## src/rtl/mult_pkg.sv

```systemverilog
// mult_pkg: shared op encoding, state enum and width default for the HI/LO multiply sequencer.
// MULT_HILO_MADD_EN widens the op code to add MADD/MADDU.
package mult_pkg;
    localparam int WIDTH_DEF = 32;
`ifdef MULT_HILO_MADD_EN
    localparam int OP_W = 3;
    typedef enum logic [OP_W-1:0] {OP_MULT, OP_MULTU, OP_MTHI, OP_MTLO, OP_MADD, OP_MADDU} mult_op_t;
`else
    localparam int OP_W = 2;
    typedef enum logic [OP_W-1:0] {OP_MULT, OP_MULTU, OP_MTHI, OP_MTLO} mult_op_t;
`endif
    typedef enum logic {IDLE, WAIT} state_t;
endpackage

```

## src/rtl/mult_hilo_ctrl_if.sv

```systemverilog
// mult_hilo_ctrl_if: execute-stage request, HI/LO results and multiplier operand/product bus.
interface mult_hilo_ctrl_if import mult_pkg::*; #(parameter int WIDTH = WIDTH_DEF);
    logic               start;
    logic [OP_W-1:0]    op;
    logic [WIDTH-1:0]   rs;
    logic [WIDTH-1:0]   rt;
    logic               busy;
    logic [WIDTH-1:0]   hi;
    logic [WIDTH-1:0]   lo;
    logic [WIDTH-1:0]   mul_a;
    logic [WIDTH-1:0]   mul_b;
    logic [2*WIDTH-1:0] mul_r;
    modport slave (input start, op, rs, rt, mul_r, output busy, hi, lo, mul_a, mul_b);
    modport master (output start, op, rs, rt, mul_r, input busy, hi, lo, mul_a, mul_b);
endinterface

```

## src/rtl/mult_sign_fix.sv

```systemverilog
// mult_sign_fix: operand magnitudes/sign on the way in, conditional negate of the product on the way out.
// MULT_HILO_MADD_EN adds accumulation onto the current {hi,lo}.
module mult_sign_fix import mult_pkg::*; #(parameter int WIDTH = WIDTH_DEF) (
    input  logic               sgn,
    input  logic [WIDTH-1:0]   rs,
    input  logic [WIDTH-1:0]   rt,
    output logic [WIDTH-1:0]   mag_a,
    output logic [WIDTH-1:0]   mag_b,
    output logic               neg,
    input  logic               neg_q,
    input  logic [2*WIDTH-1:0] mul_r,
`ifdef MULT_HILO_MADD_EN
    input  logic               acc,
    input  logic [2*WIDTH-1:0] hilo,
`endif
    output logic [2*WIDTH-1:0] res
);
    logic [2*WIDTH-1:0] prod;
    always_comb begin
        // the most negative value maps onto itself, which is its correct unsigned magnitude
        mag_a = (sgn && rs[WIDTH-1]) ? -rs : rs;
        mag_b = (sgn && rt[WIDTH-1]) ? -rt : rt;
        neg   = sgn && (rs[WIDTH-1] ^ rt[WIDTH-1]);
        prod  = neg_q ? ~mul_r + 1'b1 : mul_r;
`ifdef MULT_HILO_MADD_EN
        res   = acc ? hilo + prod : prod;
`else
        res   = prod;
`endif
    end
endmodule

```

## src/rtl/mult_hilo_ctrl.sv

```systemverilog
// mult_hilo_ctrl: sequences MULT/MULTU/MTHI/MTLO through a fixed-latency multiplier into HI/LO.
// MULT_HILO_MADD_EN enables MADD/MADDU accumulate.
module mult_hilo_ctrl import mult_pkg::*; #(
    parameter int LATENCY = 1,
    parameter int WIDTH   = WIDTH_DEF
) (
    input logic              clk,
    input logic              reset,
    mult_hilo_ctrl_if.slave  bus
);
    state_t             state_q, state_d;
    logic [3:0]         cnt_q, cnt_d;
    logic               neg_q, neg_d;
    logic [WIDTH-1:0]   hi_q, hi_d, lo_q, lo_d, a_q, a_d, b_q, b_d;
    logic [WIDTH-1:0]   mag_a, mag_b;
    logic [2*WIDTH-1:0] res;
    logic               neg_in, is_mul, is_sgn;
`ifdef MULT_HILO_MADD_EN
    logic               acc_q, acc_d;
    assign is_mul = bus.op == OP_MULT || bus.op == OP_MULTU || bus.op == OP_MADD || bus.op == OP_MADDU;
    assign is_sgn = bus.op == OP_MULT || bus.op == OP_MADD;
`else
    assign is_mul = bus.op == OP_MULT || bus.op == OP_MULTU;
    assign is_sgn = bus.op == OP_MULT;
`endif
    mult_sign_fix #(.WIDTH(WIDTH)) u_fix (
        .sgn(is_sgn), .rs(bus.rs), .rt(bus.rt), .mag_a(mag_a), .mag_b(mag_b), .neg(neg_in),
        .neg_q(neg_q), .mul_r(bus.mul_r),
`ifdef MULT_HILO_MADD_EN
        .acc(acc_q), .hilo({hi_q, lo_q}),
`endif
        .res(res)
    );
    always_comb begin
        state_d = state_q;
        cnt_d   = cnt_q;
        neg_d   = neg_q;
        hi_d    = hi_q;
        lo_d    = lo_q;
        a_d     = a_q;
        b_d     = b_q;
`ifdef MULT_HILO_MADD_EN
        acc_d   = acc_q;
`endif
        if (state_q == IDLE && bus.start) begin
            if (is_mul) begin
                a_d     = mag_a;
                b_d     = mag_b;
                neg_d   = neg_in;
                cnt_d   = 4'(LATENCY);
                state_d = WAIT;
`ifdef MULT_HILO_MADD_EN
                acc_d   = bus.op == OP_MADD || bus.op == OP_MADDU;
`endif
            end
            hi_d = bus.op == OP_MTHI ? bus.rs : hi_d;
            lo_d = bus.op == OP_MTLO ? bus.rs : lo_d;
        end else if (state_q == WAIT) begin
            cnt_d   = cnt_q != 4'd0 ? cnt_q - 4'd1 : cnt_q;
            state_d = cnt_q != 4'd0 ? WAIT : IDLE;
            {hi_d, lo_d} = cnt_q != 4'd0 ? {hi_q, lo_q} : res;
        end
    end
    always_ff @(posedge clk or posedge reset) begin
        if (reset) begin
            state_q <= IDLE;
            cnt_q   <= '0;
            neg_q   <= 1'b0;
            hi_q    <= '0;
            lo_q    <= '0;
            a_q     <= '0;
            b_q     <= '0;
`ifdef MULT_HILO_MADD_EN
            acc_q   <= 1'b0;
`endif
        end else begin
            state_q <= state_d;
            cnt_q   <= cnt_d;
            neg_q   <= neg_d;
            hi_q    <= hi_d;
            lo_q    <= lo_d;
            a_q     <= a_d;
            b_q     <= b_d;
`ifdef MULT_HILO_MADD_EN
            acc_q   <= acc_d;
`endif
        end
    end
    assign bus.busy  = state_q == WAIT;
    assign bus.hi    = hi_q;
    assign bus.lo    = lo_q;
    assign bus.mul_a = a_q;
    assign bus.mul_b = b_q;
endmodule

```

## src/flat_wrapper.sv

```systemverilog
// flat-port wrapper written by rule: the top's interface ports become plain ports
module mult_hilo_ctrl_flat import mult_pkg::*;
#(
    parameter int LATENCY = 1,
    parameter int WIDTH   = WIDTH_DEF
)
  (clk, reset, bus_start, bus_op, bus_rs, bus_rt, bus_mul_r, bus_busy, bus_hi, bus_lo, bus_mul_a, bus_mul_b);
  mult_hilo_ctrl_if #(.WIDTH(WIDTH)) bus_i ();
  input logic clk;
  input logic reset;
  input wire logic [$bits(bus_i.start)-1:0] bus_start;
  input wire logic [$bits(bus_i.op)-1:0] bus_op;
  input wire logic [$bits(bus_i.rs)-1:0] bus_rs;
  input wire logic [$bits(bus_i.rt)-1:0] bus_rt;
  input wire logic [$bits(bus_i.mul_r)-1:0] bus_mul_r;
  output wire logic [$bits(bus_i.busy)-1:0] bus_busy;
  output wire logic [$bits(bus_i.hi)-1:0] bus_hi;
  output wire logic [$bits(bus_i.lo)-1:0] bus_lo;
  output wire logic [$bits(bus_i.mul_a)-1:0] bus_mul_a;
  output wire logic [$bits(bus_i.mul_b)-1:0] bus_mul_b;
  assign bus_i.start = bus_start;
  assign bus_i.op = bus_op;
  assign bus_i.rs = bus_rs;
  assign bus_i.rt = bus_rt;
  assign bus_i.mul_r = bus_mul_r;
  assign bus_busy = bus_i.busy;
  assign bus_hi = bus_i.hi;
  assign bus_lo = bus_i.lo;
  assign bus_mul_a = bus_i.mul_a;
  assign bus_mul_b = bus_i.mul_b;
  mult_hilo_ctrl #(.LATENCY(LATENCY), .WIDTH(WIDTH)) u_core (.clk(clk), .reset(reset), .bus(bus_i));
endmodule
```

## config.mk

```make
export PLATFORM = sky130hd
export DESIGN_NAME = mult_hilo_ctrl_flat
export DESIGN_NICKNAME = d
export VERILOG_FILES = /design/src/rtl/mult_pkg.sv /design/src/rtl/mult_hilo_ctrl_if.sv /design/src/rtl/mult_sign_fix.sv /design/src/rtl/mult_hilo_ctrl.sv /design/src/flat_wrapper.sv
export SDC_FILE = /design/constraint.sdc
export NUM_CORES = 1
export LEC_CHECK = 0
export ABC_AREA = 1
export CORE_ASPECT_RATIO = 1.5
export CORE_UTILIZATION = 45
export DETAILED_ROUTE_END_ITERATION = 6
export PLACE_DENSITY = 0.73
export SYNTH_ARGS = -nofsm -noshare
export SYNTH_HDL_FRONTEND = slang
export SYNTH_SLANG_ARGS = --single-unit
```

## constraint.sdc

```tcl
create_clock -name clk -period 7.91 [get_ports clk]
set_input_delay 1.1865 -clock clk [delete_from_list [all_inputs] [get_ports clk]]
set_output_delay 1.1865 -clock clk [all_outputs]
set_load 0.02 [all_outputs]
```

==> impl_metrics.json, run 1 <==
{
  "synth_area_per_cell_um2": 6.34,
  "synthTopCellsByArea": "dfrtp_1 (35%), nand2_1 (16%), nor2_1 (12%)",
  "dieArea_um2": 21700,
  "status": "finished with violations",
  "combPwrFrac_pct": 53.4,
  "p_clk_share_pct": 18.5,
  "cts_made_buffers": 17,
  "grt_max_degree": 99,
  "top_level_ports": 262,
  "cts_htree_levels": 4,
  "arrival_ns": 4.18,
  "dpl-instance-area_um2": 12300,
  "crit_fanout": 93,
  "vdd_drop_max_v": 0.000179,
  "area_growth_pct": 35.6,
  "yosysUniqueCellTypes": 45,
  "syn-num-nets": 1637,
  "finalHoldViolCount": 0,
  "cts_tree": "done",
  "required_ns": 8.22,
  "vias": 10857,
  "nFillCells": 1990,
  "grt_pass1_vias": 10577,
  "power_leakage_nw": 5.95,
  "final_common_cell": "nand2_1",
  "finalCriticalPeriod_ns": 3.87,
  "cts.clk_slew.worst_paths_ns": 0.06,
  "clockBufferDepth": 2,
  "antenna_found_initial": 1,
  "ys_ff_latch": 134,
  "synth-seq-area-share_pct": 35.3,
  "r2r_setup_slack_ns": 4.75,
  "gp_congestion": 0.989,
  "p_int_mw": 2.51,
  "drt-vias-per-instance": 5.39,
  "final_cell_mix": "nand2_1 (413), nor2_1 (311), clkdlybuf4s50_1 (261)",
  "cts.root.buffer_cell": "clkbuf_16",
  "async_flop_share_pct": 100,
  "finalNetCount": 1873,
  "hp-class": "register to register",
  "regArea_um2": 3350,
  "cts_resized": 0,
  "multi_input_area_um2": 5410,
  "ys_warn_count": 0,
  "fin_tns_setup_ns": 0,
  "netlist_instances": 1499,
  "synthesis.area_um2": 9510,
  "finalCritPeriodShare_pct": 49.0,
  "relSlewSlack_pct": 33.9,
  "netSwitchingPower_mw": 1.96,
  "detail_route.iter0.violations": 846,
  "fmax_mhz": 258,
  "drv_cap": 0,
  "worst_pin_slew_ns": 0.992,
  "num_rows": 64,
  "cts_setup_buffers": 0,
  "rsz0062_at_grt": "no",
  "fin_skew_ns": 0.00942,
  "setup_viol": 0,
  "yosysTopAreaCell": "dfrtp_1",
  "grt-ovfl-total": 0,
  "cts_hold_buf": 0,
  "startpoint_type": "input pin",
  "wirelength_um": 35800,
  "setup_ws_ns": 4.04,
  "crit_type": "input pin to register",
  "portBuffers": 261,
  "synth_edf_count": 0,
  "start_util_pct": 46.2,
  "violations": "DRC",
  "route.detailed.drc": 3,
  "dr.pass1.iters": 7,
  "drive_gt1_share_pct": 4.92,
  "seqPwrFrac_pct": 28.1,
  "p_per_area_nw_per_um2": 347,
  "drv_slew": 0,
  "clkLatencyLatePin_ns": 0.43,
  "power_switching_share_pct": 43.8,
  "core_area_um2": 20600,
  "die_x_um": 121,
  "endpoint_kind": "register",
  "dpl.hpwl_um": 28100,
  "clock_sinks": 134,
  "avgRoutedWirePerCell_um": 17.8,
  "dp_slack_ns": 3.68,
  "postLayoutCellArea_um2": 12900,
  "grt_first_pass_wirelength_um": 55700,
  "die_h_um": 180,
  "grt_use_total_pct": 33.6,
  "synth_top_area_share_pct": 35.3,
  "ys.flop_type": "dfrtp_1",
  "antenna_left": 0
}
Yosys cell counts (5+ instances only):
cell type    n
a21oi_1     63
nand3b_1     6
ha_1         5
dfrtp_1    134
inv_1      131
xor2_1      27
nand2_2      7
a31oi_1     16
or2_2       10
inv_2        5
nand4_1     22
nor3_1       8
nand3_1    153
nor2_1     311
clkbuf_1    23
o21ai_2      5
o31ai_1      5
o21ai_0     79
xnor2_1      5
nand2_1    414
buf_2       24
registers in the layout (all words and copies together), names as in the netlist:
register,count
u_core.bus.busy,1
u_core.bus.hi,32
u_core.bus.lo,32
u_core.bus.mul_a,32
u_core.bus.mul_b,32
u_core.cnt_q,4
u_core.neg_q,1
per-stage QoR:
step	cells	hold slack, ns	utilization [%]	total power [mW]
after global placement	1980	0.462	59.7	3.59
final	2013	0.474	62.6	4.47
after CTS	2012	0.482	62.6	4.48
after detailed placement	1980	0.466	59.7	3.65
after global routing	2013	0.499	62.6	4.75
after floorplan	1499	0.459	-	2.56
per-layer routing:
layer  vias to the layer above  GRT usage, %  wire [um]
li1                       5285             -          -
met1                      4956          36.3      13200
met2                       500          60.9      18300
met3                       116          4.92       2110
met4                         0          20.0       2190
met5                         -             0          0
critical path: stages:
cell and delay (ns):
clkdlybuf4s50_1 0.42, nand2_2 0.07, buf_4 0.74, inv_1 0.42, nand2_1 0.14, o21ai_0 0.08
nand2_1 0.07, buf_4 0.38, inv_2 0.36, nor2_1 0.20, a21oi_1 0.06
cells by family (layout without fill, tap and decap cells):
logic type                 count (synthesis)  in the layout  synth area share, %
xor gates and xnor gates                  32             32                 2.95
AOI/OAI and AO/OA                        190            190                 11.4
other                                      0              1                    0
adders and majority gates                  5              5                0.658
buffers and inverters                    189            438                 7.86
and+or+nand+nor                          949            949                 41.8
DFF                                      134            134                 35.3
worst paths after layout:
kind / start / end / depth (start not counted)
max in group asynchronous: reset / u_core.neg_q$_DFFE_PP0P_ / 3
min in group asynchronous: reset / u_core.bus.mul_b[4]$_DFFE_PP0P_ / 2
min reg2reg: u_core.bus.mul_b[30]$_DFFE_PP0P_ / u_core.bus.mul_b[30]$_DFFE_PP0P_ / 2
min: u_core.bus.mul_b[30]$_DFFE_PP0P_ / u_core.bus.mul_b[30]$_DFFE_PP0P_ / 2
max reg2reg: u_core.bus.busy$_DFFE_PP0P_ / u_core.bus.hi[10]$_DFFE_PP0P_ / 11
max: bus_start / u_core.bus.hi[10]$_DFFE_PP0P_ / 11
power by group through the flow:
stage,registers [mW],logic (mW),clock network (mW)
after CTS,1.26,2.39,0.834
after floorplan,1.60,0.961,0
after global routing,1.29,2.60,0.866
after detailed placement,1.26,2.38,0
after global placement,1.26,2.33,0
final,1.26,2.39,0.828
layout make-up:
cell class	count	share of cell area, %
Clock buffer	18	3.33
Sequential cell	134	26.0
Tap cell	264	2.56
Antenna cell	1	0.0194
Clock inverter	14	1.35
Timing Repair Buffer	269	20.7
Multi-Input combinational cell	1176	42.0
Inverter	137	4.03
(Power assumes the default switching activity.)
==> run 2: changes to the inputs <==
--- a/config.mk
+++ b/config.mk
@@ -9,7 +9,7 @@
 export CORE_ASPECT_RATIO = 1.5
 export CORE_UTILIZATION = 45
 export DETAILED_ROUTE_END_ITERATION = 6
-export PLACE_DENSITY = 0.73
+export PLACE_DENSITY = 0.76
 export SYNTH_ARGS = -nofsm -noshare
 export SYNTH_HDL_FRONTEND = slang
 export SYNTH_SLANG_ARGS = --single-unit
==> constraint.sdc (replaced) <==
create_clock -name clk -period 3.1 [get_ports clk]
set_input_delay 0.465 -clock clk [delete_from_list [all_inputs] [get_ports clk]]
set_output_delay 0.465 -clock clk [all_outputs]
set_load 0.02 [all_outputs]
==> run 2 against run 1 <==
The flow now finishes without violations. Count of clock-buffer cells in the layout rose by 1. Clock skew fell by 0.0032 ns. First-iteration DRC count rose by 8.9%. Non-clock buffer count rose by 6. Final cell count rose by 0.20%. Worst setup slack got worse by 3.3 ns. Critical path type unchanged. Largest power group unchanged. Highest routed layer unchanged.
==> impl_metrics.json, run 2 (synthesis results as in run 1) <==
{
  "fin_tns_setup_ns": 0,
  "dieArea_um2": 21700,
  "met1_length_um": 13700,
  "whs_endpoint": "u_core.bus.mul_b[20]$_DFFE_PP0P_",
  "drive_gt1_share_pct": 5.19,
  "p_int_mw": 6.53,
  "arrival_ns": 2.68,
  "area_growth_pct": 36.5,
  "top_level_ports": 262,
  "cts_made_buffers": 17,
  "final_cell_mix": "nand2_1 (413), nor2_1 (311), clkdlybuf4s50_1 (261)",
  "clock_sinks": 134,
  "portBuffers": 261,
  "grt_first_pass_wirelength_um": 57400,
  "rsz0062_at_grt": "no",
  "power_leakage_nw": 5.99,
  "r2r_end": "u_core.bus.hi[0]$_DFFE_PP0P_",
  "r2r_start": "u_core.cnt_q[0]$_DFFE_PP0P_",
  "cts_resized": 0,
  "vias": 10852,
  "fmax_mhz": 423,
  "cts.clk_slew.worst_paths_ns": 0.06,
  "power_switching_share_pct": 43.6,
  "grt-ovfl-total": 0,
  "rr_worst_depth": 8,
  "status": "completed",
  "crit_fanout": 25,
  "start_util_pct": 46.2,
  "netSwitchingPower_mw": 5.05,
  "critical_path_buf_inv_count": 2,
  "detail_route.iter0.violations": 921,
  "p_clk_share_pct": 19.0,
  "grt_use_total_pct": 34.6,
  "r2r_setup_slack_ns": 1.02,
  "drt-vias-per-instance": 5.38,
  "wl_met3_um": 1970,
  "core_area_um2": 20600,
  "antennaDiodeCount": 0,
  "crit_top_cell": "nand2_1",
  "route.detailed.drc": 0,
  "endpoint_kind": "register",
  "clockBufferDepth": 2,
  "final_common_cell": "nand2_1",
  "dr_wl_met2_um": 18700,
  "worst_pin_slew_ns": 0.835,
  "avgRoutedWirePerCell_um": 18.2,
  "startpoint_type": "input pin",
  "seqPwrFrac_pct": 27.5,
  "wirelength_um": 36800,
  "antenna_found_initial": 0,
  "dpl.hpwl_um": 28800,
  "setup_viol": 0,
  "utilization_pct": 63.0,
  "crit_path_max_incr_delay_ns": 0.50,
  "worst_hold_path.num_cells": 2,
  "finalNetCount": 1879,
  "required_ns": 3.42,
  "clkLatencyLatePin_ns": 0.43,
  "drv_slew": 0,
  "finalCriticalPeriod_ns": 2.36,
  "gp_congestion": 1.05,
  "finalHoldViolCount": 0,
  "cp_top_family": "buffers and inverters",
  "dr.pass1.iters": 5,
  "grt_max_degree": 135,
  "vdd_drop_max_v": 0.000491,
  "fin_skew_ns": 0.00627,
  "cts_tree": "done",
  "min_from": "u_core.bus.mul_b[20]$_DFFE_PP0P_",
  "cts_hold_buf": 0,
  "finalCritPeriodShare_pct": 76.3,
  "p_per_area_nw_per_um2": 893,
  "critical_path.cell_chain": "clkdlybuf4s50_1, nor2_1, nand2_1, inv_2, o21ai_0, nand3_1, nand2_1, nand3_1, nand2_1",
  "antenna_left": 0,
  "crit_type": "input pin to register",
  "die_h_um": 180,
  "num_rows": 64,
  "grt_pass1_vias": 10806,
  "combPwrFrac_pct": 53.5,
  "dr.max_layer_used": "met4",
  "cts_htree_levels": 4,
  "cts_setup_buffers": 0,
  "critPathSlowestCell": "clkdlybuf4s50_1",
  "relSlewSlack_pct": 44.3,
  "drv_cap": 0,
  "cts.root.buffer_cell": "clkbuf_16",
  "die_x_um": 121,
  "hp-class": "register to register"
}
run 2: cell types whose count changed in the layout (fill, tap and decap cells not counted):
cell	previous run	this run
buf_12	0	2
buf_4	8	12
bufinv_16	3	4
clkbuf_8	0	1
clkinv_2	3	2
clkinvlp_4	3	5
diode_2	1	0
inv_6	4	1
inv_8	1	0
run 2: how the worst max path moves through the flow:
| stage | start | endpoint | slack [ns] | depth (start not counted) |
|---|---|---|---|---|
| finish | bus_op[0] | u_core.bus.mul_b[28]$_DFFE_PP0P_ | 0.74 | 9 |
| global route | bus_op[0] | u_core.bus.mul_b[22]$_DFFE_PP0P_ | 0.49 | 9 |
| CTS | bus_op[0] | u_core.bus.mul_b[17]$_DFFE_PP0P_ | 0.75 | 9 |
| detailed placement | bus_op[0] | u_core.bus.mul_b[28]$_DFFE_PP0P_ | 0.30 | 9 |
| global placement | bus_op[0] | u_core.bus.mul_b[22]$_DFFE_PP0P_ | 0.34 | 9 |
| floorplan | reset | u_core.bus.busy$_DFFE_PP0P_ | 0.97 | 1 |
run 2: worst register-to-register path, stage by stage (launching register included):
cell and delay (ns):
dfrtp_1 0.39, inv_1 0.10, ha_1 0.15, nand2_1 0.08, o21ai_0 0.28, nand2_1 0.17
inv_2 0.55, nor2_1 0.13, a21oi_1 0.17
run 2: power by group through the flow:
stage | Combinational [mW] | Clock, mW | Sequential, mW
floorplan | 2.45 | 0 | 4.08
global placement | 6.11 | 0 | 3.18
detailed placement | 6.19 | 0 | 3.20
CTS | 6.22 | 2.22 | 3.19
global route | 6.72 | 2.28 | 3.28
finish | 6.20 | 2.20 | 3.18
run 2: area by class of cell:
cell class	count	area [um^2]
fillers	1938	7610
well taps	264	330
clock buffers	19	443
flip-flops and latches	134	3350
inverters	137	518
multi-input cells	1176	5410
repair buffers	275	2740
clock inverters	12	178
run 2: per-stage QoR:
stage / instances / cell area (um^2) / hold slack, ns / power (mW) / setup WS [ns]
3_5_place_dp: 1986 / 12400 / 0.465 / 9.39 / 0.300
2_1_floorplan: 1499 / 9510 / 0.459 / 6.53 / 0.970
6_report: 2017 / 13000 / 0.478 / 11.6 / 0.736
3_3_place_gp: 1986 / 12400 / 0.462 / 9.30 / 0.342
4_1_cts: 2017 / 13000 / 0.482 / 11.6 / 0.746
5_1_grt: 2017 / 13000 / 0.506 / 12.3 / 0.493
run 2: layer usage:
metal | vias to the layer above | GRT usage (%)
li1 | 5284 | -
met3 | 127 | 5.14
met1 | 4983 | 37.7
met5 | - | 0
met2 | 458 | 61.4
met4 | 0 | 22.9
==> run 3: changes to the inputs <==
==> constraint.sdc (replaced) <==
create_clock -name clk -period 2 [get_ports clk]
set_input_delay 0.3 -clock clk [delete_from_list [all_inputs] [get_ports clk]]
set_output_delay 0.3 -clock clk [all_outputs]
set_load 0.02 [all_outputs]
==> run 3 against run 2 <==
Non-clock buffer count is 221 higher. Combinational power is 71% higher. Sequential share of layout area is 3.2 points lower. Register-to-register slack worse by 0.85 ns. Global-route usage is 3.7 points higher. Design area is 14% higher. Hold slack worse by 0.30 ns. Routed wire length is 12% higher. Critical path depth is 1 higher. Utilization is 8.9 points higher. Via count is 11% higher.
==> impl_metrics.json, run 3 (synthesis results as in run 1) <==
{
  "status": "completed",
  "final_cell_mix": "nand2_1 (412), nor2_1 (309), clkdlybuf4s50_1 (261)",
  "grt_first_pass_wirelength_um": 63400,
  "antenna_found_initial": 0,
  "p_int_mw": 10.6,
  "dpl.hpwl_um": 32900,
  "power_leakage_nw": 7.13,
  "clkLatencyLatePin_ns": 0.43,
  "startpoint_type": "input pin",
  "seqPwrFrac_pct": 26.5,
  "grt_max_degree": 57,
  "power_switching_share_pct": 43.8,
  "dieArea_um2": 21700,
  "final_common_cell": "nand2_1",
  "core_area_um2": 20600,
  "combPwrFrac_pct": 56.3,
  "cts_made_buffers": 17,
  "finalHoldViolCount": 0,
  "start_util_pct": 46.2,
  "clockBufferDepth": 2,
  "cts_tree": "done",
  "drive_gt1_share_pct": 16.2,
  "fmax_mhz": 508,
  "top_level_ports": 262,
  "r2r_setup_slack_ns": 0.17,
  "finalCritPeriodShare_pct": 98.3,
  "cts_htree_levels": 4,
  "cts.root.buffer_cell": "clkbuf_16",
  "rsz0062_at_grt": "no",
  "crit_fanout": 3,
  "setup_viol": 0,
  "nFillCells": 1717,
  "arrival_ns": 2.32,
  "num_rows": 64,
  "crit_type": "input pin to register",
  "worst_pin_slew_ns": 0.665,
  "detail_route.iter0.violations": 1014,
  "relSlewSlack_pct": 55.3,
  "route.detailed.drc": 0,
  "grt_use_total_pct": 38.3,
  "rr_worst_depth": 10,
  "drt-vias-per-instance": 5.39,
  "netSwitchingPower_mw": 8.23,
  "fin_skew_ns": 0.00845,
  "die_h_um": 180,
  "drv_slew": 0,
  "hp-class": "input pin to asynchronous set/reset pin",
  "antennaDiodeCount": 0,
  "vdd_drop_max_v": 0.000735,
  "drv_cap": 0,
  "r2r_end": "u_core.bus.hi[5]$_DFFE_PP0P_",
  "vias": 12073,
  "wirelength_um": 41000,
  "required_ns": 2.36,
  "portBuffers": 261,
  "die_x_um": 121,
  "r2r_start": "u_core.bus.busy$_DFFE_PP0P_",
  "antenna_left": 0,
  "p_per_area_nw_per_um2": 1270,
  "avgRoutedWirePerCell_um": 18.3,
  "dr.pass1.iters": 7,
  "area_growth_pct": 55.9,
  "p_clk_share_pct": 17.2,
  "grt-ovfl-total": 0,
  "power_mw": 18.8,
  "finalNetCount": 2100,
  "grt_pass1_vias": 12199,
  "cts.clk_slew.worst_paths_ns": 0.06,
  "finalCriticalPeriod_ns": 1.97,
  "fin_tns_setup_ns": 0,
  "gp_congestion": 1.07,
  "endpoint_kind": "register",
  "clock_sinks": 134
}
==> run 3: changes by cell type in the layout (fill, tap and decap cells not counted), sizes merged <==
cell      delta
clkinv       +2
inv          +3
buf        +221
clkinvlp     -2
bufinv       -2
==> run 3: power groups by stage <==
| stage | logic [mW] | registers [mW] | clock network (mW) |
|---|---|---|---|
| after global placement | 10.2 | 4.94 | 0 |
| after detailed placement | 10.4 | 4.96 | 0 |
| after global routing | 11.4 | 5.09 | 3.36 |
| final | 10.6 | 4.98 | 3.23 |
| after floorplan | 3.80 | 6.32 | 0 |
| after CTS | 10.5 | 4.96 | 3.23 |
==> run 3: timing repair <==
item                       in CTS  in global routing
gates cloned                    0                  0
pin swaps                       0                  1
setup buffers                   0                  1
setup endpoints to repair       9                 14
resized for setup               1                  9
hold buffers                    0                  0
==> run 3: metrics by stage <==
| stage | setup WS [ns] | cells | area [um^2] | util (%) | hold slack (ns) |
|---|---|---|---|---|---|
| 6_report | 0.0332 | 2239 | 14800 | 72.0 | 0.183 |
| 2_1_floorplan | 0.0348 | 1499 | 9510 | - | 0.447 |
| 5_1_grt | 0.00585 | 2239 | 14800 | 72.0 | 0.203 |
| 4_1_cts | 0.0908 | 2238 | 14800 | 71.8 | 0.181 |
| 3_3_place_gp | -0.332 | 2206 | 14200 | 68.9 | 0.463 |
| 3_5_place_dp | -0.369 | 2206 | 14200 | 68.9 | 0.469 |
==> run 3: critical path: stages <==
cell             delay [ns]
clkdlybuf4s50_1        0.51
nor2_1                 0.32
nand2_1                0.19
nor2_1                 0.17
nand2_1                0.16
o21ai_0                0.34
nand2_1                0.09
nand2_1                0.06
nand3_1                0.06
a21oi_1                0.12
==> run 3: final cells by class <==
cell class / count / area, um^2 / share of cell area (%)
clock buffers: 19 / 443 / 2.99
well taps: 264 / 330 / 2.23
multi-input cells: 1176 / 5430 / 36.7
repair buffers: 496 / 4590 / 31.0
flip-flops and latches: 134 / 3350 / 22.6
clock inverters: 13 / 146 / 0.988
inverters: 137 / 518 / 3.50
==> run 3: worst max-delay path by stage <==
stage	cells after the start	from	endpoint	slack, ns
after detailed placement	10	bus_mul_r[32]	u_core.bus.hi[28]$_DFFE_PP0P_	-0.37
after CTS	10	bus_mul_r[32]	u_core.bus.hi[21]$_DFFE_PP0P_	0.09
after global routing	12	bus_mul_r[21]	u_core.bus.hi[19]$_DFFE_PP0P_	0.006
after global placement	10	bus_mul_r[32]	u_core.bus.hi[24]$_DFFE_PP0P_	-0.33
after floorplan	1	reset	u_core.bus.busy$_DFFE_PP0P_	0.03
final	10	bus_mul_r[32]	u_core.bus.hi[28]$_DFFE_PP0P_	0.03
==> run 3: layer usage <==
metal	part of all wire, %	up-vias	GRT usage, %
met1	35	5599	40.6
met3	6.1	137	5.84
met4	5.6	0	20.8
li1	-	5738	-
met2	53	599	71.2
met5	0	-	0
